[src/rtl/rv32i_pkg.sv]
// Shared RV32I writeback definitions: FSM states, load-width codes, load context.
package rv32i_pkg;

    localparam int unsigned XLEN  = 32;
    localparam int unsigned REG_W = 5;
    localparam int unsigned CNT_W = 8;

    typedef enum logic [1:0] {
        ST_IDLE      = 2'b00,
        ST_LOAD_WAIT = 2'b01,
        ST_ERROR     = 2'b10
    } wb_state_e;

    localparam logic [1:0] LW_BYTE = 2'b00;
    localparam logic [1:0] LW_HALF = 2'b01;
    localparam logic [1:0] LW_WORD = 2'b10;
    localparam logic [1:0] LW_RSVD = 2'b11;

    // Outstanding load context captured when the load is accepted
    typedef struct packed {
        logic [REG_W-1:0] rd;
        logic [1:0]       width;
        logic             unsigned_ld;
        logic [1:0]       addr;
    } load_ctx_t;

    // True for a reserved width or an address not aligned to the access size
    function automatic logic load_misaligned(input logic [1:0] width, input logic [1:0] addr);
        logic bad;
        bad = 1'b0;
        case (width)
            LW_BYTE: bad = 1'b0;
            LW_HALF: bad = addr[0];
            LW_WORD: bad = (addr != 2'b00);
            default: bad = 1'b1;
        endcase
        return bad;
    endfunction

endpackage

[src/rtl/rv32i_load_extract.sv]
// Combinational byte/half/word lane select with sign or zero extension.
module rv32i_load_extract
    import rv32i_pkg::*;
(
    input  logic [1:0]      width,
    input  logic            unsigned_ld,
    input  logic [1:0]      addr,
    input  logic [XLEN-1:0] rdata,
    output logic [XLEN-1:0] value
);

    logic [7:0]  byte_v;
    logic [15:0] half_v;

    // Pick the addressed lane and extend it to a full word
    always_comb begin
        byte_v = 8'h00;
        case (addr)
            2'd0:    byte_v = rdata[7:0];
            2'd1:    byte_v = rdata[15:8];
            2'd2:    byte_v = rdata[23:16];
            default: byte_v = rdata[31:24];
        endcase
        half_v = addr[1] ? rdata[31:16] : rdata[15:0];

        case (width)
            LW_BYTE: value = unsigned_ld ? {24'h000000, byte_v} : {{24{byte_v[7]}}, byte_v};
            LW_HALF: value = unsigned_ld ? {16'h0000, half_v}   : {{16{half_v[15]}}, half_v};
            default: value = rdata;
        endcase
    end

endmodule

[src/rtl/rv32i_writeback.sv]
// RV32I writeback stage: retires ALU results, waits for load data, handles redirects.
module rv32i_writeback
    import rv32i_pkg::*;
#(
    parameter logic [31:0] RESET_VECTOR = 32'h0000_0000,
    parameter int unsigned MEM_TIMEOUT  = 16
) (
    input  logic             clk,
    input  logic             reset_n,
    input  logic             alu_valid,
    input  logic [REG_W-1:0] alu_rd_idx,
    input  logic [XLEN-1:0]  alu_result,
    input  logic             alu_is_load,
    input  logic [1:0]       alu_load_width,
    input  logic             alu_load_unsigned,
    input  logic             alu_branch_taken,
    input  logic [XLEN-1:0]  alu_branch_target,
    input  logic             mem_rvalid,
    input  logic [XLEN-1:0]  mem_rdata,
    output logic [REG_W-1:0] rd_idx,
    output logic [XLEN-1:0]  new_rd,
    output logic [XLEN-1:0]  new_pc,
    output logic             update_pc,
    output logic             stall,
    output logic             misalign,
    output logic             load_err
);

    localparam logic [CNT_W-1:0] CNT_LIMIT = CNT_W'(MEM_TIMEOUT);

    wb_state_e        state_q, state_d;
    logic [CNT_W-1:0] cnt_q, cnt_d;
    load_ctx_t        ctx_q, ctx_d;
    logic [REG_W-1:0] rd_idx_q, rd_idx_d;
    logic [XLEN-1:0]  new_rd_q, new_rd_d;
    logic [XLEN-1:0]  new_pc_q, new_pc_d;
    logic             update_pc_q, update_pc_d;
    logic             stall_q, stall_d;
    logic             misalign_q, misalign_d;
    logic             load_err_q, load_err_d;
    logic [XLEN-1:0]  load_value;

    rv32i_load_extract u_extract (
        .width       (ctx_q.width),
        .unsigned_ld (ctx_q.unsigned_ld),
        .addr        (ctx_q.addr),
        .rdata       (mem_rdata),
        .value       (load_value)
    );

    // Next-state and next-output logic; writes to x0 leave new_rd untouched
    always_comb begin
        state_d     = state_q;
        cnt_d       = cnt_q;
        ctx_d       = ctx_q;
        rd_idx_d    = '0;
        new_rd_d    = new_rd_q;
        new_pc_d    = new_pc_q;
        update_pc_d = 1'b0;
        misalign_d  = 1'b0;

        case (state_q)
            ST_IDLE: begin
                if (alu_valid) begin
                    if (alu_is_load) begin
                        if (load_misaligned(alu_load_width, alu_result[1:0])) begin
                            misalign_d = 1'b1;
                        end else begin
                            ctx_d.rd          = alu_rd_idx;
                            ctx_d.width       = alu_load_width;
                            ctx_d.unsigned_ld = alu_load_unsigned;
                            ctx_d.addr        = alu_result[1:0];
                            cnt_d             = '0;
                            state_d           = ST_LOAD_WAIT;
                        end
                    end else begin
                        rd_idx_d = alu_rd_idx;
                        if (alu_rd_idx != '0) begin
                            new_rd_d = alu_result;
                        end
                        if (alu_branch_taken) begin
                            update_pc_d = 1'b1;
                            new_pc_d    = alu_branch_target;
                        end
                    end
                end
            end
            ST_LOAD_WAIT: begin
                // Data arriving on the timeout cycle still completes the load
                if (mem_rvalid) begin
                    rd_idx_d = ctx_q.rd;
                    if (ctx_q.rd != '0) begin
                        new_rd_d = load_value;
                    end
                    state_d = ST_IDLE;
                end else begin
                    cnt_d = cnt_q + CNT_W'(1);
                    if (cnt_d == CNT_LIMIT) begin
                        state_d = ST_ERROR;
                    end
                end
            end
            ST_ERROR: begin
                state_d = ST_ERROR;
            end
            default: begin
                state_d = ST_IDLE;
            end
        endcase

        stall_d    = (state_d != ST_IDLE);
        load_err_d = (state_d == ST_ERROR);
    end

    // State and output registers with synchronous active-low reset
    always_ff @(posedge clk) begin
        if (!reset_n) begin
            state_q     <= ST_IDLE;
            cnt_q       <= '0;
            ctx_q       <= '0;
            rd_idx_q    <= '0;
            new_rd_q    <= '0;
            new_pc_q    <= RESET_VECTOR;
            update_pc_q <= 1'b0;
            stall_q     <= 1'b0;
            misalign_q  <= 1'b0;
            load_err_q  <= 1'b0;
        end else begin
            state_q     <= state_d;
            cnt_q       <= cnt_d;
            ctx_q       <= ctx_d;
            rd_idx_q    <= rd_idx_d;
            new_rd_q    <= new_rd_d;
            new_pc_q    <= new_pc_d;
            update_pc_q <= update_pc_d;
            stall_q     <= stall_d;
            misalign_q  <= misalign_d;
            load_err_q  <= load_err_d;
        end
    end

    assign rd_idx    = rd_idx_q;
    assign new_rd    = new_rd_q;
    assign new_pc    = new_pc_q;
    assign update_pc = update_pc_q;
    assign stall     = stall_q;
    assign misalign  = misalign_q;
    assign load_err  = load_err_q;

endmodule

[config.mk]
export PLATFORM = sky130hd
export DESIGN_NAME = rv32i_writeback
export DESIGN_NICKNAME = d
export VERILOG_FILES = /design/src/rtl/rv32i_pkg.sv /design/src/rtl/rv32i_load_extract.sv /design/src/rtl/rv32i_writeback.sv
export SDC_FILE = /design/constraint.sdc
export NUM_CORES = 1
export LEC_CHECK = 0
export ABC_AREA = 1
export BUFFER_PORTS_ARGS = -buffer_cell sky130_fd_sc_hd__buf_2
export CAP_MARGIN = 20
export CORE_UTILIZATION = 45
export CTS_CLUSTER_SIZE = 30
export DETAILED_ROUTE_END_ITERATION = 7
export PLACE_DENSITY = 0.75
export SETUP_SLACK_MARGIN = 0.2
export SLEW_MARGIN = 40
export SYNTH_ARGS = -nofsm -noshare
export SYNTH_HDL_FRONTEND = slang
export SYNTH_SLANG_ARGS = --single-unit
[constraint.sdc]
create_clock -name clk -period 1.75 [get_ports clk]
set_clock_uncertainty 0.1 [all_clocks]
set_input_delay 0 -clock clk [delete_from_list [all_inputs] [get_ports clk]]
set_output_delay 0 -clock clk [all_outputs]
set_load 0.03 [all_outputs]
# [Word level (Yosys, flattened, before mapping)]
# Cells that the tools add are included.
[totals] regBits=93 latchBits=0 ram_bits=0 mem_bits_ro=0 in_bits=110 output_inout_bits=73 elab_cells=83 memories=0
[classes] addsub=1 n_mul=0 n_div=0 magnitude_cmp=0 eq_ne=17 shift=0 muxes=32 n_bitwise=5 n_reduce_logical=15
[ops] operator="32-bit two-way mux" count=7
[ops] operator="32-bit case mux with 2 select lines" count=2
[ops] operator="8-bit two-way mux" count=4
[ops] operator="8-bit case mux with 3 select lines" count=1
[ops] operator="16-bit two-way mux" count=1
[ops] operator="2-bit != test (second input constant)" count=8
[ops] operator="8-bit case mux with 2 select lines" count=1
[ops] operator="5-bit two-way mux" count=3
[ops] operator="4-bit AND reduction" count=3
[ops] operator="2-bit two-way mux" count=5
[ops] operator="5-bit case mux with 2 select lines" count=1
[ops] operator="5-bit nonzero test" count=2
[ops] operator="8-bit by 1-bit adder with 8-bit output (second input constant)" count=1
[ops] operator="2-bit by 1-bit == test with 1-bit output (second input constant)" count=4
[ops] operator="2-bit == test (second input constant)" count=4
[ops] operator="8-bit by 5-bit == test with 1-bit output (second input constant)" count=1
[ops] operator="2-bit logical NOT" count=4
[ops] operator="2-bit case mux with 3 select lines" count=1
[ops] operator="6-bit AND reduction" count=1
[ops] operator="2-bit nonzero test" count=3
[ops] operator="1-bit two-way mux" count=5
[ops] operator="1-bit inverter" count=5
[ops] operator="5-bit AND reduction" count=1
[ops] operator="4-bit OR reduction" count=1
[ops] operator="1-bit case mux with 3 select lines" count=1

# [Logic depth before layout (Yosys ltp)]
# Gate-level depths: netlist (run 1).
[depth] depth_word=10 depth_mapped=11 mapped_depth_nobuf=10

# [By module]
# Synthesis (run 1) repeated with hierarchy kept, for this count alone.
[hier_totals] hier_cells=717 hier_area_um2=4941.0
[modules_own_cells] mod="rv32i_writeback" instances=1 cells_each=560 area_each_um2=4062.6
[modules_own_cells] mod="rv32i_load_extract" instances=1 cells_each=157 area_each_um2=878.3

# [Worst setup path after synthesis (run 1)]
# Ideal clock, no wire load.
[synth_path] path_type="register to register" start="reg state_q[1]" end="reg new_rd_q[2] (netlist: new_rd[2])" arrival_ps=1317 t_required_ps=1534 setup_slack_ps=217 stages_incl_launch_ff=12 n_path_buf=1 synth_period_minus_slack_ps=1533 cell_sequence="dfxtp_1 inv_2 nand2_4 or2_4 nand2_1 nor2_2 nand2_4 inv_2 buf_6 nand2_1 nor2_1 nor2_1"
[synth_via] elab_chain_len=3 word_cells_on_any_way=10 classes_between="eq/ne (6); mux (1); reduce/logical (3)"
[synth_lines] item="start: declaration" line_no="rv32i_writeback.sv:31" text="wb_state_e state_q, state_d;"
[synth_lines] item="start signal: assignment" line_no="rv32i_writeback.sv:129" text="state_q <= state_d;"
[synth_lines] item="2-bit by 1-bit == test with 1-bit output or 2-bit logical NOT (tied branches)" line_no="rv32i_writeback.sv:62" text="case (state_q)"
[synth_lines] item="2-bit != test (no line) or 2-bit nonzero test (tied branches)"
[synth_lines] item="6-bit AND reduction (no line)"
[synth_lines] item="end signal: assignment" line_no="rv32i_writeback.sv:133" text="new_rd_q <= new_rd_d;"
[synth_lines] item="end: declaration" line_no="rv32i_writeback.sv:35" text="logic [XLEN-1:0] new_rd_q, new_rd_d;"
# Parallel ways exist; a longest one is shown, timed or not.
# A chain may end at the register's enable or synchronous reset.

# [Worst setup path after layout (run 1)]
[layout_path] start="reg state_q[1]" end="reg new_rd_q[17] (netlist: new_rd[17])"
# Same word-level chain as after synthesis.

==> results_dict.tcl, run 1 <==
set metrics [dict create \
    vias 5806 \
    port_buffers 182 \
    synth.distinct_cells 31 \
    core_um2 9910 \
    die_h_um 104 \
    worstPathCellList "inv_4, nand2_4, or2_4, nand2_2, nor2_2, nand2_4, clkbuf_16, nand2_1, nand2_1, a21oi_1" \
    grt_max_degree 45 \
    critical_path.startpoint "state_q[1]" \
    first_pass_iters 8 \
    vias_per_cell 5.17 \
    die_width_um 104 \
    grt_pass1_wl_um 25700 \
    hold_ws_ps -2.99 \
    r2r_start "state_q[1]" \
    synth_fp_nets 818 \
    drt_first_iter_violations 318 \
    arrival_ps 1720 \
    clkLatencyLatePin_ps 370 \
    required_ps 1920 \
    top_level_ports 183 \
    violations "negative hold slack" \
    syn_area_um2 4650 \
    setup_viol 0 \
    synth-warning-count 0 \
    cts_root_buffer "clkbuf_8" \
    grt_pass1_vias 5430 \
    hpwl_um 9710 \
    cp-start-kind "flip-flop" \
    syn_inst 707 \
    cts_buffer_depth 2 \
    hold_viol_final 1 \
    placedCellCount 997 \
    syn_to_final_growth_pct 54.4 \
    layout_commonest_cell "nand2_1" \
    antenna_found_initial 0 \
    critPathCaptureType "flip-flop" \
    wl_um 16500 \
    drv_slew 0 \
    layout_common_cells "nand2_1 (188), buf_2 (183), dlygate4sd3_1 (100)" \
    instances_no_fill 1124 \
    finalNetCount 1097 \
    hp-class "input pin to flip-flop" \
    drv_cap 0 \
    power.total_mw 5.01 \
    cpMaxStageDelayCell "dfxtp_4" \
    synth_top_area_share_pct 40.0 \
    yosysSeqAreaShare_pct 40.0 \
    start_util_pct 46.9 \
    hp-start "mem_rdata[24]" \
    antenna_cells 0 \
    numCtsBuffers 9 \
    power.density_nw_per_um2 698 \
    fmax_ghz 0.644 \
    avgSynthCellArea_um2 6.58 \
    ys_ff_latch 93 \
    grt_overflow 0 \
    finalCritPeriodShare_pct 88.7 \
    wl_per_cell_um 14.6 \
    worst-setup-path-type "flip-flop to flip-flop" \
    period_minus_slack_ps 1550 \
    final_antenna_net_count 0 \
    slowest_delay_ps 380 \
    routabilityCongestion 0.887 \
    route.detailed.drc 0 \
    cp_max_fo 16 \
    yosys.area.top_type "dfxtp_1" \
    multi_input_area_um2 2400 \
    num-fill-cells 761 \
    cts.sinks 93 \
    rows 36 \
    final_layout_size_suffix_gt1_share_pct 27.9 \
    vdd_drop_max_mv 0.604 \
    rsz0062_at_grt "yes" \
    dieArea_um2 10700 \
    tns_ps 0 \
    clk_pin_slew_ps 100 \
    power.leakage_nw 3.45 \
    register_area_um2 1880 \
    slew_headroom_pct 68.6 \
    htreeDepth 3 \
    status "complete, but fails checks" \
    max_slew.worst_pin.slew_ps 472 \
    grt.total_usage_pct 29.3 \
    synthTopCellsByArea "dfxtp_1 (40%), nand2_1 (15%), a21oi_1 (11%), nand3_1 (7.2%), inv_1 (5.2%)" \
    cts_tree "done" \
]
[metrics by stage]
stage          util, %  setup slack, ps  instance area [µm²]
2_1_floorplan        -              217                 4650
3_3_place_gp      57.7              104                 5710
3_5_place_dp      57.7             34.4                 5710
4_1_cts           69.9              205                 6920
5_1_grt           72.4              131                 7180
6_report          72.4              198                 7180
[flip-flops by register name (all words and copies together), names as in the netlist]
signal / flops
new_pc: 32
new_rd: 32
ctx_q: 10
cnt_q: 8
rd_idx: 5
state_q: 2
load_err: 1
misalign: 1
stall: 1
update_pc: 1
[kinds of logic after synthesis]
group,synth area share [%]
DFF,40.0
buffers and inverters,10.5
and+or+nand+nor,30.0
adders and majority gates,0.269
xor gates and xnor gates,0.188
AOI/OAI and AO/OA,18.9
[repair_timing]
action                                 4_1_cts  5_1_grt
hold buffers                               100        0
endpoints found under the hold margin       84        0
setup buffers                                0        8
pin swaps                                    0        8
setup endpoints to repair                   42       79
resized for setup                           11       46
gates cloned                                 0        3
[cell type report]
class | instances | share of cell area (%)
clock buffers | 11 | 1.97
well taps | 133 | 2.32
multi-input cells | 500 | 33.4
inverters | 69 | 3.78
flip-flops and latches | 93 | 26.2
repair buffers | 313 | 31.7
clock inverters | 5 | 0.593
[synth_stat cells]
| master | number |
|---|---|
| nor2_2 | 1 |
| o21ai_0 | 42 |
| o21bai_1 | 1 |
| inv_2 | 4 |
| nor3_1 | 4 |
| a22oi_1 | 13 |
| buf_2 | 13 |
| o211ai_1 | 1 |
| buf_6 | 5 |
| nand2_4 | 2 |
| nor2_4 | 2 |
| o21a_1 | 1 |
| nor2_1 | 53 |
| clkbuf_1 | 24 |
| o221ai_1 | 1 |
| or2_2 | 7 |
| buf_4 | 2 |
| ha_1 | 1 |
| nand2_1 | 191 |
| nor2b_1 | 1 |
| inv_1 | 65 |
| nand4_1 | 1 |
| dfxtp_1 | 93 |
| nand3b_1 | 1 |
| or2_4 | 1 |
| a21oi_1 | 102 |
| o22ai_1 | 1 |
| nand3_1 | 67 |
| xor2_1 | 1 |
| o21ai_1 | 5 |
| clkbuf_2 | 1 |
[final timing paths]
| check | endpoint | slack [ps] | cells past startpoint |
|---|---|---|---|
| hold reg to reg | new_pc[19] | 360 | 2 |
| setup / recovery | new_rd[17] | 200 | 10 |
| hold / removal | new_rd[24] | -3 | 5 |
| setup reg to reg | new_rd[17] | 200 | 10 |
[metal layers]
metal / vias up / GRT usage, % / wire (µm)
li1: 2846 / - / -
met1: 2613 / 35.0 / 6530
met2: 298 / 51.7 / 8140
met5: - / 0 / 0
met4: 0 / 11.6 / 530
met3: 49 / 5.54 / 1260
[report_power, final]
part,switching [mW],internal (mW),total [mW]
clock,0.827,0.572,1.40
sequential,0.0614,2.22,2.28
combinational,0.761,0.562,1.32
[worst max-delay path: cells and delay by family, from the launching register on]
kind / cells / cell delay, ps
AOI/OAI and AO/OA: 1 / 40
DFF: 1 / 380
buffers and inverters: 2 / 280
and+or+nand+nor: 7 / 640
Power figures use the tool's default switching activity.
==> inputs of run 2 (changes only) <==
==> constraint.sdc (replaced) <==
create_clock -name clk -period 1.75 [get_ports clk]
set_clock_uncertainty 0.1 [all_clocks]
set_input_delay 0.175 -clock clk [delete_from_list [all_inputs] [get_ports clk]]
set_output_delay 0.175 -clock clk [all_outputs]
set_load 0.03 [all_outputs]
==> run 2 against run 1 <==
The flow now finishes without violations. Non-clock buffer count shrank 44. Sequential share of layout area grew 0.80 points. Clock-buffer cell count shrank 2. First-iteration DRC count shrank 8.8%. Register-to-register slack lost 50 ps. Maximum frequency shrank 3.1%. Critical path depth is the same. Utilization shrank 2.3 points. Clock power grew 6%. Global-route usage shrank 2.5 points. Highest routed layer unchanged.
==> results_dict.tcl, run 2 (synthesis results as in run 1) <==
set metrics [dict create \
    grt.busiest_layer "met2" \
    layout_common_cells "buf_2 (182), nand2_1 (173), dfxtp_1 (86)" \
    power.total_mw 5.11 \
    core_um2 9910 \
    power.density_nw_per_um2 735 \
    grt.total_usage_pct 26.8 \
    hp-class "input pin to flip-flop" \
    fmax_ghz 0.624 \
    drv_slew 0 \
    antenna_found_initial 0 \
    hold_viol_final 0 \
    pwr-share-clk_pct 29.0 \
    arrival_ps 1760 \
    vdd_drop_max_mv 0.466 \
    start_util_pct 46.9 \
    setup_viol 0 \
    power.leakage_nw 3.31 \
    vias 5647 \
    die_width_um 104 \
    cts_root_buffer "clkbuf_8" \
    syn_to_final_growth_pct 49.5 \
    hpwl_um 9770 \
    layout_commonest_cell "buf_2" \
    worst-setup-path-type "flip-flop to flip-flop" \
    p_switching_mw 1.77 \
    final_cell_area_um2 6950 \
    finalCritPeriodShare_pct 91.6 \
    routabilityCongestion 0.826 \
    power_frac_comb_pct 26.3 \
    top_level_ports 183 \
    rsz0062_at_grt "yes" \
    cp-start-kind "flip-flop" \
    numCtsBuffers 9 \
    required_ps 1910 \
    hold_ws_ps 9.82 \
    grt_overflow 0 \
    p_sw_share_pct 34.7 \
    cts_buffer_depth 2 \
    cts.sinks 93 \
    gr-usage-met3_pct 5.41 \
    wl_per_cell_um 14.8 \
    p_int_mw 3.33 \
    htreeDepth 3 \
    grt_max_degree 45 \
    placed_cell_area_um2 5720 \
    grt_util_met1_pct 33.9 \
    clk_pin_slew_ps 100 \
    cts_tree "done" \
    finalNetCount 1055 \
    first_pass_iters 5 \
    rows 36 \
    wl_um 16100 \
    final_layout_size_suffix_gt1_share_pct 34.1 \
    cp_max_fo 8 \
    port_buffers 182 \
    vias_per_cell 5.22 \
    clkLatencyLatePin_ps 370 \
    critPathCaptureType "flip-flop" \
    dieArea_um2 10700 \
    period_minus_slack_ps 1600 \
    max_slew.worst_pin.slew_ps 493 \
    route.detailed.drc 0 \
    power_frac_seq_pct 44.8 \
    drv_cap 0 \
    tns_ps 0 \
    antenna_cells 0 \
    met2_usage_pct 45.5 \
    die_h_um 104 \
    status "finished clean" \
    slew_headroom_pct 67.1 \
    final_antenna_net_count 0 \
    grt_pass1_wl_um 23800 \
    num-fill-cells 831 \
    drt_first_iter_violations 290 \
    grt_pass1_vias 5072 \
]
run 2: area by class of cell:
| type | count | area [µm²] | share of cell area [%] |
|---|---|---|---|
| Sequential cell | 93 | 1880 | 27.0 |
| Multi-Input combinational cell | 500 | 2530 | 36.4 |
| Clock buffer | 9 | 124 | 1.78 |
| Tap cell | 133 | 166 | 2.39 |
| Timing Repair inverter | 2 | 27.5 | 0.396 |
| Timing Repair Buffer | 269 | 1860 | 26.8 |
| Inverter | 69 | 283 | 4.07 |
| Clock inverter | 7 | 80.1 | 1.15 |
run 2: final timing paths:
kind	slack (ps)	to	depth (start not counted)	from
min reg2reg	370	new_pc[8]	2	new_pc[8]
max	150	new_rd[22]	10	state_q[1]
min	10	ctx_q[0]	3	alu_result[0]
max reg2reg	150	new_rd[22]	10	state_q[1]
run 2: timing repair:
action,in CTS,in global routing
gates cloned,0,8
endpoints found under the setup margin,46,78
hold buffers,46,0
endpoints found under the hold margin,48,0
buffers inserted,0,12
resized for setup,9,91
pin swaps,0,28
run 2: through the flow:
step / setup slack (ps) / util [%] / std cells
CTS: 201 / 64.7 / 1062
global placement: 96.8 / 57.8 / 1000
floorplan: 217 / - / 707
finish: 147 / 70.1 / 1082
detailed placement: 4.83 / 57.8 / 1000
global route: 84.4 / 70.1 / 1082
run 2: per-layer routing:
metal	up-vias	wire length [µm]
met2	293	7770
li1	2774	-
met4	0	583
met5	-	0
met3	47	1270
met1	2533	6450
run 2: power by group through the flow:
stage / Sequential (mW) / Combinational [mW] / Clock [mW]
floorplan: 2.52 / 0.478 / 0
global placement: 2.33 / 1.03 / 0
detailed placement: 2.33 / 1.04 / 0
CTS: 2.28 / 1.13 / 1.49
global route: 2.30 / 1.44 / 1.60
finish: 2.29 / 1.34 / 1.48
run 2: worst max-delay path, cell delays in order (launching register included):
cell and delay, ps:
dfxtp_4 390, inv_4 80, nand2_4 40, or2_4 270
nand2_4 70, nor2_4 40, nand2_8 150, clkbuf_16 190
nand2_1 60, nand2_1 80, a21oi_2 30
